==> config.mk <==
export PLATFORM = sky130hd
export DESIGN_NAME = acia_6551
export DESIGN_NICKNAME = d
export VERILOG_FILES = /design/src/rtl/acia_6551.sv
export SDC_FILE = /design/constraint.sdc
export NUM_CORES = 1
export LEC_CHECK = 0
export BUFFER_PORTS_ARGS = -buffer_cell sky130_fd_sc_hd__buf_2
export CAP_MARGIN = 20
export CORE_MARGIN = 5
export CORE_UTILIZATION = 59
export CTS_CLUSTER_DIAMETER = 200
export CTS_CLUSTER_SIZE = 10
export DETAILED_ROUTE_END_ITERATION = 12
export PLACE_DENSITY = 0.82
export SYNTH_ARGS = -nofsm -noshare
export SYNTH_HDL_FRONTEND = slang
export SYNTH_SLANG_ARGS = --single-unit
export TNS_END_PERCENT = 5
==> constraint.sdc <==
create_clock -name PHI2 -period 2.9 [get_ports PHI2]
set_input_delay 0.58 -clock PHI2 [delete_from_list [all_inputs] [get_ports PHI2]]
set_output_delay 0.58 -clock PHI2 [all_outputs]
set_load 0.05 [all_outputs]
==> src/rtl/acia_6551.sv <==
// 6551-style ACIA: four CPU-visible registers plus one async 8-bit TX/RX pair, level IRQ.
// Define ACIA_PARITY_EN to add a parity bit under control of CMD[7:5]; otherwise frames are 8N1.
module acia_6551 #(
  parameter int unsigned CLKS_PER_BIT = 16
) (
  input  logic       PHI2,
  input  logic       RESET,
  input  logic       CS,
  input  logic       RWN,
  input  logic [1:0] RS,
  input  logic [7:0] DATAIN,
  output logic [7:0] DATAOUT,
  output logic       RTSB,
  input  logic       CTSB,
  output logic       DTRB,
  input  logic       RXD,
  output logic       TXD,
  output logic       IRQn
);

  localparam int unsigned CntW = $clog2(CLKS_PER_BIT);
  localparam logic [CntW-1:0] BitLast  = CntW'(CLKS_PER_BIT - 1);
  localparam logic [CntW-1:0] HalfLast = CntW'(CLKS_PER_BIT / 2 - 1);

  // Register file
  logic [7:0] cmd;
  logic [7:0] ctrl;
  logic [7:0] tdr;
  logic [7:0] rdr;
  logic       tdre;
  logic       rdrf;
  logic       ovr;
  logic       fe;
  logic       pe;
  logic       irq;

  logic       rd_rdr;
  logic       rd_stat;
  logic       wr_tdr;
  logic       wr_prst;
  logic       wr_cmd;
  logic       wr_ctrl;
  logic       brk;
  logic       par_en;

  assign rd_rdr  = !CS &&  RWN && (RS == 2'd0);
  assign rd_stat = !CS &&  RWN && (RS == 2'd1);
  assign wr_tdr  = !CS && !RWN && (RS == 2'd0);
  assign wr_prst = !CS && !RWN && (RS == 2'd1);
  assign wr_cmd  = !CS && !RWN && (RS == 2'd2);
  assign wr_ctrl = !CS && !RWN && (RS == 2'd3);

  assign brk  = (cmd[3:2] == 2'b11);
  assign RTSB = (cmd[3:2] == 2'b00);
  assign DTRB = ~cmd[0];
  assign IRQn = ~irq;

`ifdef ACIA_PARITY_EN
  assign par_en = cmd[5];
`else
  assign par_en = 1'b0;
`endif

  // mode: 00 odd, 01 even, 10 mark, 11 space
  function automatic logic par_bit(input logic [1:0] mode, input logic [7:0] d);
    logic p;
    unique case (mode)
      2'b00: p = ~^d;
      2'b01: p = ^d;
      2'b10: p = 1'b1;
      2'b11: p = 1'b0;
    endcase
    return p;
  endfunction

  always_comb begin
    DATAOUT = 8'h00;
    unique case (RS)
      2'd0: DATAOUT = rdr;
      2'd1: DATAOUT = {irq, 2'b00, tdre, rdrf, ovr, fe, pe};
      2'd2: DATAOUT = cmd;
      2'd3: DATAOUT = ctrl;
    endcase
  end

  // ---------------- Transmitter ----------------
  typedef enum logic {TxIdle, TxShift} tx_state_e;

  tx_state_e       tx_state;
  logic [CntW-1:0] tx_cnt;
  logic [3:0]      tx_left;
  logic [9:0]      tx_sh;
  logic            tx_load;

  // A pending byte waits for an idle shifter, asserted CTS and no break.
  assign tx_load = (tx_state == TxIdle) && !tdre && !CTSB && !brk;

  always_ff @(posedge PHI2) begin
    if (!RESET) begin
      tx_state <= TxIdle;
      tx_cnt   <= '0;
      tx_left  <= 4'd0;
      tx_sh    <= '0;
      TXD      <= 1'b1;
    end else begin
      unique case (tx_state)
        TxIdle: begin
          tx_cnt <= '0;
          if (tx_load) begin
            tx_state <= TxShift;
            TXD      <= 1'b0;
            if (par_en) begin
              tx_sh   <= {1'b1, par_bit(cmd[7:6], tdr), tdr};
              tx_left <= 4'd10;
            end else begin
              tx_sh   <= {2'b11, tdr};
              tx_left <= 4'd9;
            end
          end else begin
            TXD <= ~brk;
          end
        end
        TxShift: begin
          if (tx_cnt == BitLast) begin
            tx_cnt <= '0;
            if (tx_left == 4'd0) begin
              tx_state <= TxIdle;
              TXD      <= ~brk;
            end else begin
              TXD     <= tx_sh[0];
              tx_sh   <= {1'b1, tx_sh[9:1]};
              tx_left <= tx_left - 4'd1;
            end
          end else begin
            tx_cnt <= tx_cnt + CntW'(1);
          end
        end
      endcase
    end
  end

  // ---------------- Receiver ----------------
  typedef enum logic [2:0] {RxIdle, RxStart, RxData, RxParity, RxStop} rx_state_e;

  rx_state_e       rx_state;
  logic            rx_s1;
  logic            rx_s2;
  logic            rx_prev;
  logic [CntW-1:0] rx_cnt;
  logic [2:0]      rx_idx;
  logic [7:0]      rx_sh;
  logic            rx_par;
  logic            rx_done;
  logic            rx_fe;
  logic            rx_pe;

  always_ff @(posedge PHI2) begin
    if (!RESET) begin
      rx_state <= RxIdle;
      rx_s1    <= 1'b1;
      rx_s2    <= 1'b1;
      rx_prev  <= 1'b1;
      rx_cnt   <= '0;
      rx_idx   <= 3'd0;
      rx_sh    <= 8'h00;
      rx_par   <= 1'b0;
      rx_done  <= 1'b0;
      rx_fe    <= 1'b0;
      rx_pe    <= 1'b0;
    end else begin
      rx_s1   <= RXD;
      rx_s2   <= rx_s1;
      rx_prev <= rx_s2;
      rx_done <= 1'b0;
      unique case (rx_state)
        RxIdle: begin
          rx_cnt <= '0;
          if (rx_prev && !rx_s2) rx_state <= RxStart;
        end
        RxStart: begin
          // Half a bit in: still low means a real start bit, otherwise a glitch.
          if (rx_cnt == HalfLast) begin
            rx_cnt   <= '0;
            rx_idx   <= 3'd0;
            rx_state <= rx_s2 ? RxIdle : RxData;
          end else begin
            rx_cnt <= rx_cnt + CntW'(1);
          end
        end
        RxData: begin
          if (rx_cnt == BitLast) begin
            rx_cnt <= '0;
            rx_sh  <= {rx_s2, rx_sh[7:1]};
            rx_idx <= rx_idx + 3'd1;
            if (rx_idx == 3'd7) rx_state <= par_en ? RxParity : RxStop;
          end else begin
            rx_cnt <= rx_cnt + CntW'(1);
          end
        end
        RxParity: begin
          if (rx_cnt == BitLast) begin
            rx_cnt   <= '0;
            rx_par   <= rx_s2;
            rx_state <= RxStop;
          end else begin
            rx_cnt <= rx_cnt + CntW'(1);
          end
        end
        RxStop: begin
          if (rx_cnt == BitLast) begin
            rx_cnt   <= '0;
            rx_done  <= 1'b1;
            rx_fe    <= ~rx_s2;
            rx_pe    <= par_en && !cmd[7] && (rx_par != par_bit(cmd[7:6], rx_sh));
            rx_state <= RxIdle;
          end else begin
            rx_cnt <= rx_cnt + CntW'(1);
          end
        end
        default: rx_state <= RxIdle;
      endcase
    end
  end

  // ---------------- Register updates ----------------
  logic rx_load;
  logic irq_set;

  // A read of RDR in the same cycle frees the buffer for the arriving byte.
  assign rx_load = rx_done && !(rdrf && !rd_rdr);
  assign irq_set = (rx_load && !cmd[1]) || (tx_load && !wr_tdr && (cmd[3:2] == 2'b01));

  always_ff @(posedge PHI2) begin
    if (!RESET) begin
      cmd  <= 8'h02;
      ctrl <= 8'h00;
      tdr  <= 8'h00;
      rdr  <= 8'h00;
      tdre <= 1'b1;
      rdrf <= 1'b0;
      ovr  <= 1'b0;
      fe   <= 1'b0;
      pe   <= 1'b0;
      irq  <= 1'b0;
    end else begin
      if (tx_load) tdre <= 1'b1;
      if (wr_tdr) begin
        tdr  <= DATAIN;
        tdre <= 1'b0;
      end
      if (wr_prst) begin
        cmd[4:0] <= 5'b00010;
        ovr      <= 1'b0;
      end
      if (wr_cmd)  cmd  <= DATAIN;
      if (wr_ctrl) ctrl <= DATAIN;
      if (rd_rdr) begin
        rdrf <= 1'b0;
        ovr  <= 1'b0;
        fe   <= 1'b0;
        pe   <= 1'b0;
      end
      if (rx_done) begin
        if (rx_load) begin
          rdr  <= rx_sh;
          rdrf <= 1'b1;
          fe   <= rx_fe;
          pe   <= rx_pe;
        end else begin
          ovr <= 1'b1;
        end
      end
      if (rd_stat) irq <= 1'b0;
      if (irq_set) irq <= 1'b1;
    end
  end

endmodule

==> reports/metrics.yaml <==
drive_gt1_share_pct: 14.5
cts_root_buf: "clkbuf_8"
reg2regPathDepth: 3
ys_types: 54
finalSetupTns_ns: 0
fin_crit_ns: 2.32
path_max_fanout: 21
start_kind: "input port"
synth-seq-cells: 81
avgViaCountPerCell: 5.81
r2r_end: "rx_sh[0]$_SDFFE_PN0P_"
startpoint: "RS[1]"
ir_drop_v: 0.000477
ys.flop_type: "dfxtp_1"
cts.path.max_buffers: 2
worst_slew_pin_slew_ns: 0.803
final_hold_viol_count: 0
dr.pass1.iters: 5
grt_use_total_pct: 21.0
place.gp.congestion: 0.816
grt_max_degree: 55
fp.dieH_um: 88.8
whs_path_depth: 2
syn_avg_cell_area_um2: 9.04
grt_overflow_total: 0
cts_resized: 0
clk_pin_slew_worst_paths_ns: 0.08
place_ws_ns: 0.596
syn_to_final_growth_pct: 8.31
ctsHtreeMaxLevel: 3
synth_cells: 405
slew_headroom_pct: 46.4
clock_skew_ns: 0.00778
crit_type: "in2out"
synth.area.top_cells: "dfxtp_1 (44%), nand2_1 (6.8%), a21boi_0 (4.1%)"
setup_violations: 0
ant_nets: 0
hp-start: "RXD"
setup_ws_ns: 0.580
yosysTopAreaCell: "dfxtp_1"
grt_pass1_vias: 2726
wl_mm: 7.46
initial_core_util_pct: 61.1
drtIter0Drc: 152
timing.rr.start: "rx_state[2]$_SDFFE_PN0P_"
final_cell_area_um2: 3960
ff2ff_setup_slack_ns: 0.76
critPathCaptureType: "primary output"
antenna_found_initial: 0
cts_tree: "built"
clk_latency_ns: 0.35
synth-seq-area-share_pct: 44.3
grt_pass1_wl_mm: 12.6
min_path_type: "in2reg"
vias: 2888
fmax_mhz: 431
rsz0062_at_grt: "false"
cp.arrival_ns: 1.74
die_w_um: 88.8
required_ns: 2.32
drv_slew: 0
hold_end: "rx_s1$_SDFF_PN1_"
fillCellCount: 512
yosys_warnings: 0
post_cts_buffers: 0
cts_buffers: 9
dieArea_um2: 7880
clock-sinks: 81
placementRows: 28
fin_nets: 440
synth_area_um2: 3660
p_leak_nw: 1.48
port_buffers: 27
ioPinCount: 28
synthArstFlopShare_pct: 0
synth_edf_count: 0
power_density_nw_per_um2: 497
diodes: 0
drc: 0
synthesis.nets: 427
hpwl_mm: 5.27
min_period_over_period_pct: 80.0
core_um2: 5990
outcome: "finished, final reports clean"
hold_buffers: 0
avgRoutedWirePerCell_um: 15.0
maxCapViolations: 0
placedInstanceArea_um2: 3800
synth_top_area_share_pct: 44.3
flip-flops by register name, summed over array words and instances, names as in the netlist, 3 cells and up:
| register | count |
|---|---|
| rx_idx | 3 |
| tdr | 8 |
| rx_sh | 8 |
| tx_left | 4 |
| cmd | 8 |
| rx_cnt | 4 |
| rx_state | 3 |
| tx_cnt | 4 |
| ctrl | 8 |
| tx_sh | 10 |
| rdr | 8 |
critical path, cell delays in order:
cell and delay (ns):
buf_2 0.35, mux4_2 0.58, buf_2 0.23
cells in the mapped netlist (all sizes together), types with 4 or more instances:
| library cell | instances |
|---|---|
| a21boi | 20 |
| a21oi | 9 |
| a22o | 6 |
| a22oi | 4 |
| and2 | 4 |
| and3 | 6 |
| buf | 8 |
| clkbuf | 23 |
| dfxtp | 81 |
| ha | 6 |
| inv | 6 |
| mux2i | 14 |
| mux4 | 6 |
| nand2 | 66 |
| nand2b | 7 |
| nand3 | 26 |
| nor2 | 16 |
| nor2b | 19 |
| nor3 | 4 |
| nor4b | 4 |
| o21ai | 20 |
| o221ai | 6 |
cells by family after synthesis:
logic type,synth area share [%]
compound gates,17.3
flops,44.3
simple gates,23.0
buf+inv,4.24
xor+xnor,0.957
fa+ha+maj,2.05
mux,8.14
per-layer routing:
metal | global-route usage (%) | part of all wire [%] | up-vias
met2 | 33.4 | 49 | 54
met3 | 6.33 | 3.9 | 12
met1 | 26.4 | 45 | 1363
met4 | 8.65 | 2.0 | 0
met5 | 0 | 0 | -
li1 | - | - | 1459
cells in the final DEF (no fill, tap or decap), drive strengths merged, types with 4 or more instances in the layout:
cell / n
a21boi: 20
a21oi: 9
a22o: 6
a22oi: 4
and2: 4
and3: 6
buf: 33
clkbuf: 11
clkinv: 4
dfxtp: 81
ha: 6
inv: 6
mux2i: 14
mux4: 6
nand2: 66
nand2b: 7
nand3: 26
nor2: 16
nor2b: 19
nor3: 4
nor4b: 4
o21ai: 20
o221ai: 6
power by group:
group / leakage, nW / total (mW) / switching [mW] / internal (mW)
Combinational: 0.735 / 0.132 / 0.0839 / 0.0479
Sequential: 0.654 / 1.14 / 0.0124 / 1.12
Clock: 0.0887 / 0.702 / 0.379 / 0.324
worst max-delay path by stage:
stage,slack (ns),depth (start not counted),end
2_1_floorplan,0.36,3,DATAOUT[3]
3_3_place_gp,0.60,3,DATAOUT[2]
3_5_place_dp,0.60,3,DATAOUT[2]
4_1_cts,0.59,3,DATAOUT[2]
5_1_grt,0.51,4,rx_sh[3]$_SDFFE_PN0P_
6_report,0.58,3,DATAOUT[2]
cell type report:
class | count | area, um^2 | share of cell area [%]
clock buffer | 11 | 141 | 3.57
clock inverter | 4 | 20.0 | 0.505
multi-input combinational | 287 | 1880 | 47.5
timing repair buffer | 33 | 180 | 4.55
inverter | 6 | 22.5 | 0.568
tap | 75 | 93.8 | 2.37
sequential | 81 | 1620 | 40.9
through the flow:
stage	cells	power [mW]	util [%]	hold WS (ns)
after global routing	497	2.06	66.2	0.410
after detailed placement	482	1.29	63.5	0.401
after floorplan	405	1.26	-	0.386
final	497	1.97	66.2	0.417
after global placement	482	1.29	63.5	0.411
after CTS	497	1.98	66.2	0.416
Note: power is estimated with default switching activity, not from simulation.
